File: src/rtl/sound_event_player_if.sv
// Event/tone bundle for sound_event_player: game events and mute in, tone state and wave out.
interface sound_event_player_if #(
  parameter int unsigned DIV_W = 8,
  parameter int unsigned DIR_W = 4
);
  logic             bad_coll_i;
  logic             good_coll_i;
  logic [DIR_W-1:0] direction_i;
  logic             mute_i;
  logic             busy_o;
  logic [DIV_W-1:0] div_o;
  logic [7:0]       phase_o;
  logic             wave_o;

  modport master (
    output bad_coll_i, good_coll_i, direction_i, mute_i,
    input  busy_o, div_o, phase_o, wave_o
  );

  modport slave (
    input  bad_coll_i, good_coll_i, direction_i, mute_i,
    output busy_o, div_o, phase_o, wave_o
  );
endinterface

File: src/rtl/sound_event_player.sv
// Event-driven square-wave tone player: bad > good > move priority, retrigger on equal or
// higher priority, fixed per-event duration and divider.
module sound_event_player #(
  parameter int unsigned     DIV_W    = 8,
  parameter int unsigned     DIR_W    = 4,
  parameter logic [DIV_W-1:0] DIV_BAD  = DIV_W'(126),
  parameter logic [DIV_W-1:0] DIV_GOOD = DIV_W'(89),
  parameter logic [DIV_W-1:0] DIV_MOVE = DIV_W'(149),
  parameter int unsigned     DUR_W    = 22,
  parameter int unsigned     COLL_DUR = 2500000,
  parameter int unsigned     MOVE_DUR = 500000
) (
  input logic                  clk,
  input logic                  rst,
  sound_event_player_if.slave  bus
);

  localparam logic [0:0] ST_IDLE = 1'b0;
  localparam logic [0:0] ST_PLAY = 1'b1;

  logic [0:0]       r_state;
  logic [DIR_W-1:0] r_dir_q;
  logic [1:0]       r_cur_p;
  logic [DUR_W-1:0] r_dur_cnt;
  logic [DIV_W-1:0] r_div;
  logic [DIV_W-1:0] r_div_cnt;
  logic [7:0]       r_phase;

  logic             w_move;
  logic [1:0]       w_p;
  logic [DIV_W-1:0] w_div_sel;
  logic [DUR_W-1:0] w_dur_sel;
  logic             w_accept;
  logic [DIV_W-1:0] w_div_last;

  always_comb begin
    w_move    = (bus.direction_i != r_dir_q) && (bus.direction_i != '0);
    w_p       = 2'd0;
    w_div_sel = '0;
    w_dur_sel = DUR_W'(MOVE_DUR - 1);
    if (bus.bad_coll_i) begin
      w_p       = 2'd3;
      w_div_sel = DIV_BAD;
      w_dur_sel = DUR_W'(COLL_DUR - 1);
    end else if (bus.good_coll_i) begin
      w_p       = 2'd2;
      w_div_sel = DIV_GOOD;
      w_dur_sel = DUR_W'(COLL_DUR - 1);
    end else if (w_move) begin
      w_p       = 2'd1;
      w_div_sel = DIV_MOVE;
    end
    w_accept   = (w_p != 2'd0) && ((r_state == ST_IDLE) || (w_p >= r_cur_p));
    // A zero divider behaves as divide-by-one so the phase still advances.
    w_div_last = (r_div == '0) ? '0 : r_div - DIV_W'(1);
  end

  always_ff @(posedge clk or posedge rst) begin
    if (rst) begin
      r_state   <= ST_IDLE;
      r_dir_q   <= '0;
      r_cur_p   <= 2'd0;
      r_dur_cnt <= '0;
      r_div     <= '0;
      r_div_cnt <= '0;
      r_phase   <= 8'd0;
    end else begin
      r_dir_q <= bus.direction_i;
      if (w_accept) begin
        r_state   <= ST_PLAY;
        r_cur_p   <= w_p;
        r_dur_cnt <= w_dur_sel;
        r_div     <= w_div_sel;
        r_div_cnt <= '0;
        r_phase   <= 8'd0;
      end else if (r_state == ST_PLAY) begin
        if (r_dur_cnt == '0) begin
          r_state   <= ST_IDLE;
          r_cur_p   <= 2'd0;
          r_div     <= '0;
          r_div_cnt <= '0;
          r_phase   <= 8'd0;
        end else begin
          r_dur_cnt <= r_dur_cnt - DUR_W'(1);
          if (r_div_cnt == w_div_last) begin
            r_div_cnt <= '0;
            r_phase   <= r_phase + 8'd1;
          end else begin
            r_div_cnt <= r_div_cnt + DIV_W'(1);
          end
        end
      end
    end
  end

  assign bus.busy_o  = (r_state == ST_PLAY);
  assign bus.div_o   = r_div;
  assign bus.phase_o = r_phase;
  assign bus.wave_o  = r_phase[7] & ~bus.mute_i;

endmodule
File: src/flat_wrapper.sv
// flat-port wrapper written by rule: the top's interface ports become plain ports
module sound_event_player_flat 
#(
  parameter int unsigned     DIV_W    = 8,
  parameter int unsigned     DIR_W    = 4,
  parameter logic [DIV_W-1:0] DIV_BAD  = DIV_W'(126),
  parameter logic [DIV_W-1:0] DIV_GOOD = DIV_W'(89),
  parameter logic [DIV_W-1:0] DIV_MOVE = DIV_W'(149),
  parameter int unsigned     DUR_W    = 22,
  parameter int unsigned     COLL_DUR = 2500000,
  parameter int unsigned     MOVE_DUR = 500000
)
  (clk, rst, bus_bad_coll_i, bus_good_coll_i, bus_direction_i, bus_mute_i, bus_busy_o, bus_div_o, bus_phase_o, bus_wave_o);
  sound_event_player_if #(.DIV_W(DIV_W), .DIR_W(DIR_W)) bus_i ();
  input logic clk;
  input logic rst;
  input wire logic [$bits(bus_i.bad_coll_i)-1:0] bus_bad_coll_i;
  input wire logic [$bits(bus_i.good_coll_i)-1:0] bus_good_coll_i;
  input wire logic [$bits(bus_i.direction_i)-1:0] bus_direction_i;
  input wire logic [$bits(bus_i.mute_i)-1:0] bus_mute_i;
  output wire logic [$bits(bus_i.busy_o)-1:0] bus_busy_o;
  output wire logic [$bits(bus_i.div_o)-1:0] bus_div_o;
  output wire logic [$bits(bus_i.phase_o)-1:0] bus_phase_o;
  output wire logic [$bits(bus_i.wave_o)-1:0] bus_wave_o;
  assign bus_i.bad_coll_i = bus_bad_coll_i;
  assign bus_i.good_coll_i = bus_good_coll_i;
  assign bus_i.direction_i = bus_direction_i;
  assign bus_i.mute_i = bus_mute_i;
  assign bus_busy_o = bus_i.busy_o;
  assign bus_div_o = bus_i.div_o;
  assign bus_phase_o = bus_i.phase_o;
  assign bus_wave_o = bus_i.wave_o;
  sound_event_player #(.DIV_W(DIV_W), .DIR_W(DIR_W), .DIV_BAD(DIV_BAD), .DIV_GOOD(DIV_GOOD), .DIV_MOVE(DIV_MOVE), .DUR_W(DUR_W), .COLL_DUR(COLL_DUR), .MOVE_DUR(MOVE_DUR)) u_core (.clk(clk), .rst(rst), .bus(bus_i));
endmodule
File: config.mk
export PLATFORM = sky130hd
export DESIGN_NAME = sound_event_player_flat
export DESIGN_NICKNAME = d
export VERILOG_FILES = /design/src/rtl/sound_event_player_if.sv /design/src/rtl/sound_event_player.sv /design/src/flat_wrapper.sv
export SDC_FILE = /design/constraint.sdc
export NUM_CORES = 1
export LEC_CHECK = 0
export CAP_MARGIN = 5
export CORE_AREA = 2 2 107 109
export CTS_CLUSTER_SIZE = 30
export DETAILED_ROUTE_END_ITERATION = 12
export DIE_AREA = 0 0 109 111
export GPL_ROUTABILITY_DRIVEN = 0
export GPL_TIMING_DRIVEN = 1
export HOLD_SLACK_MARGIN = 0.05
export SLEW_MARGIN = 20
export SYNTH_ARGS = -nofsm -noshare
export SYNTH_HDL_FRONTEND = slang
export SYNTH_SLANG_ARGS = --single-unit
File: constraint.sdc
create_clock -name clk -period 4 [get_ports clk]
set_input_delay 0.8 -clock clk [delete_from_list [all_inputs] [get_ports clk]]
set_output_delay 0.8 -clock clk [all_outputs]
set_load 0.01 [all_outputs]
==> impl_metrics.tcl <==
set metrics [dict create \
    synth.yosys.seq_area_share_pct 42.3 \
    hold_path.class "flop to flop" \
    placed_wire_length_estimate_um 4950 \
    dp_cells 489 \
    critical_path_most_common_cell "nor2_1" \
    timing_max_transition_violations_final 0 \
    rows 39 \
    met2RoutedLength_um 3410 \
    core_area_um2 11100 \
    ports 27 \
    ys_ff_latch 49 \
    floorplan.initialDensity_pct 26.2 \
    cts_inserted_buffers 5 \
    hold-worst-slack_ps 513 \
    regToRegSetupSlack_ps 950 \
    drtAntennaViolNets 0 \
    final_count_of_negative_setup_slack_endpoints 0 \
    cts.htree.levels 2 \
    insertedDiodeCount 0 \
    critPathCaptureType "flop" \
    worst_pin_slew_ps 869 \
    leading_cell_type_in_the_layout_fill_and_taps_excluded "dfrtp_1" \
    ys.warnings.count 0 \
    area_of_all_placed_cells_without_fillers_um2 3520 \
    final.period_utilization_pct 89.8 \
    worst_path_required_ps 4190 \
    max_clock_freq_mhz 278 \
    overflow 0 \
    peakVddDrop_mv 0.275 \
    power.leakage_uw 0.00137 \
    first_pass_iters 4 \
    timing.reg2reg.worst_path_depth 9 \
    synth_cells 324 \
    detail_route.vias_per_cell 5.06 \
    maxCapViolations 0 \
    cp_cell_instances "clkdlybuf4s50_1 -> or4_1 -> o41ai_2 -> nor2_1 -> nor2_1 -> ha_1 -> nand2b_1 -> a21oi_1 -> a21oi_1 -> nor2_1 -> nand3_1 -> o31ai_1" \
    synthesis.nets 341 \
    powerDensity_nw_per_um2 552 \
    worstPathArrival_ps 3780 \
    area_growth_syn_to_layout_pct 21.6 \
    grt_setup_unrepaired "false" \
    die_width_um 109 \
    min_to "u_core.r_dur_cnt[7]" \
    cts_root_buf "clkbuf_16" \
    top_signal_layer_used "met4" \
    tritoncts "done" \
    crit_type "input port to flop" \
    buffer_ports.inserted 26 \
    maximum_number_of_pins_on_one_net_before_global_route_repair 50 \
    met3_routed_wirelength_um 212 \
    wl_met1_um 3100 \
    timing.final.crit_period_ps 3590 \
    clk_pin_slew_worst_paths_ps 70 \
    cp_max_fo 6 \
    layout_common_cells "dfrtp_1, nand2_1, nor2_1" \
    detailed_place.area_um2 3340 \
    route.vias.total 2514 \
    clock-skew-final_ps 8.87 \
    cts.sinks 49 \
    depth_of_the_worst_hold_timing_path 2 \
    die_h_um 111 \
    worstSetupStartpointType "input port" \
    timing.final.hold_violations 0 \
    worst_path_dominant_cell_family "simple AND/OR/NAND/NOR gates" \
    drive_above_1_share_pct 7.63 \
    worstPathBufferInverterCount 1 \
    cts.path.max_buffers 2 \
    synth.lib_cells_used.distinct 51 \
    layoutNonFillerInstCount 497 \
    drc 0 \
    relSlewSlack_pct 42.1 \
    worstReg2RegEnd "u_core.bus.phase_o[5]" \
    final_util_pct 31.8 \
    fin_nets 370 \
    critical-path-slowest-cell "or4_1" \
    final.setup.tns_ps 0 \
    fill_cells 1118 \
    crit-reg2reg-launch "u_core.bus.div_o[0]" \
    critical-path-max-stage-delay_ps 580 \
    grt_antenna_before_repair 0 \
    number_of_global_route_vias_before_repair 2441 \
    global_route_wire_length_before_repair_um 11800 \
    detail_route.iter0.violations 195 \
    run_status "completed" \
    route.detailed.wl_per_inst_um 13.7 \
    finalWirelength_um 6790 \
    worstHoldStart "u_core.r_dur_cnt[7]" \
    post_cts.repair.setup_buffers 0 \
    mappedNetlistArea_um2 2900 \
    design.die.area_um2 12100 \
    clk-insertion-delay-late_ps 280 \
    track_usage_pct 12.0 \
    syn_area_per_cell_um2 8.95 \
]
worst reg2reg max path, delay by kind of cell, from the launching register on:
kind	cells	cell delay [ps]
buffers and inverters	1	180
adder cells (fa/ha/maj)	1	190
AND/OR/NAND/NOR	4	1590
AO/OA/AOI/OAI	2	370
XOR/XNOR	1	170
flip-flops	1	460
repair_timing:
action	CTS	global route
hold buffers	0	0
endpoints found under the setup margin	0	6
hold endpoints to repair	0	0
resized for setup	0	1
through the flow:
stage               power (uW)  setup WS (ps)
floorplan                 1190            488
global placement          1440           92.7
detailed placement        1460          -86.8
CTS                       1960            215
global route              2090            138
finish                    1950            407
Yosys cell counts (all sizes together):
cell	number	share of area, %
dfrtp	49	42
nor3	12	2.1
xor2	15	4.5
o21ai	16	2.8
clkbuf	9	1.2
nor2b	3	0.65
o41ai	3	1.2
a22oi	3	0.78
a2111oi	1	0.30
a211o	1	0.30
nand2	32	4.1
xnor2	10	3.3
nor4	7	1.5
o31ai	8	2.1
nor2	30	3.9
nand3	18	3.1
a311oi	1	0.30
or3	12	2.8
nor3b	3	0.95
nand4	3	0.65
o32ai	2	0.60
inv	15	1.9
or2	3	0.65
o21a	2	0.52
or3b	1	0.30
o311ai	1	0.30
a21o	1	0.26
o211a	1	0.35
and4	1	0.30
o22ai	6	1.5
nand4b	3	0.91
nor4b	3	0.91
and3	3	0.65
o211ai	2	0.52
ha	8	3.5
a221oi	1	0.30
a32o	1	0.35
buf	6	1.5
or4	7	1.8
nand2b	4	0.86
a21oi	12	2.1
a31oi	4	0.86
o41a	1	0.39
area by class of cell:
type                    count  area, um2  area share (%)
well taps                 143        179            5.08
clock inverters             1       30.0           0.852
multi-input cells         245       1550            43.9
flip-flops and latches     49       1230            34.8
repair buffers             37        343            9.73
inverters                  15       57.6            1.63
clock buffers               7        143            4.05
registers in the layout, indices dropped and copies added, names as in the netlist:
| register | flops |
|---|---|
| u_core.bus.busy_o | 1 |
| u_core.r_div_cnt | 8 |
| u_core.r_dur_cnt | 22 |
| u_core.bus.phase_o | 8 |
| u_core.r_dir_q | 4 |
| u_core.bus.div_o | 6 |
kinds of logic (layout without fill, tap and decap cells):
logic type	count (synthesis)	after routing	synth area share, %
DFF	49	49	42.3
and+or+nand+nor	145	145	26.1
adders and majority gates	8	8	3.45
buffers and inverters	30	60	4.62
AOI/OAI and AO/OA	67	67	15.7
xor gates and xnor gates	25	25	7.81
routing by layer:
| metal | up-vias | GRT usage (%) |
|---|---|---|
| met5 | - | 0 |
| met4 | 0 | 3.25 |
| met3 | 4 | 2.35 |
| met2 | 43 | 20.3 |
| met1 | 1241 | 15.4 |
| li1 | 1226 | - |
report_power, final:
group	total [uW]	switching, uW	internal [uW]
sequential	697	128	569
clock	489	176	313
combinational	760	413	347
total	1950	717	1230
worst max path at each step:
| stage | startpoint | slack [ps] | cells after the start | to |
|---|---|---|---|---|
| 2_1_floorplan | bus_direction_i[3] | 490 | 13 | u_core.r_dur_cnt[5] |
| 3_3_place_gp | bus_direction_i[3] | 90 | 13 | u_core.r_div_cnt[4] |
| 3_5_place_dp | bus_direction_i[3] | -90 | 12 | u_core.r_div_cnt[6] |
| 4_1_cts | bus_direction_i[3] | 220 | 12 | u_core.r_div_cnt[6] |
| 5_1_grt | bus_direction_i[0] | 140 | 12 | u_core.r_div_cnt[7] |
| 6_report | bus_direction_i[0] | 410 | 12 | u_core.r_div_cnt[6] |
Power figures use the tool's default switching activity.
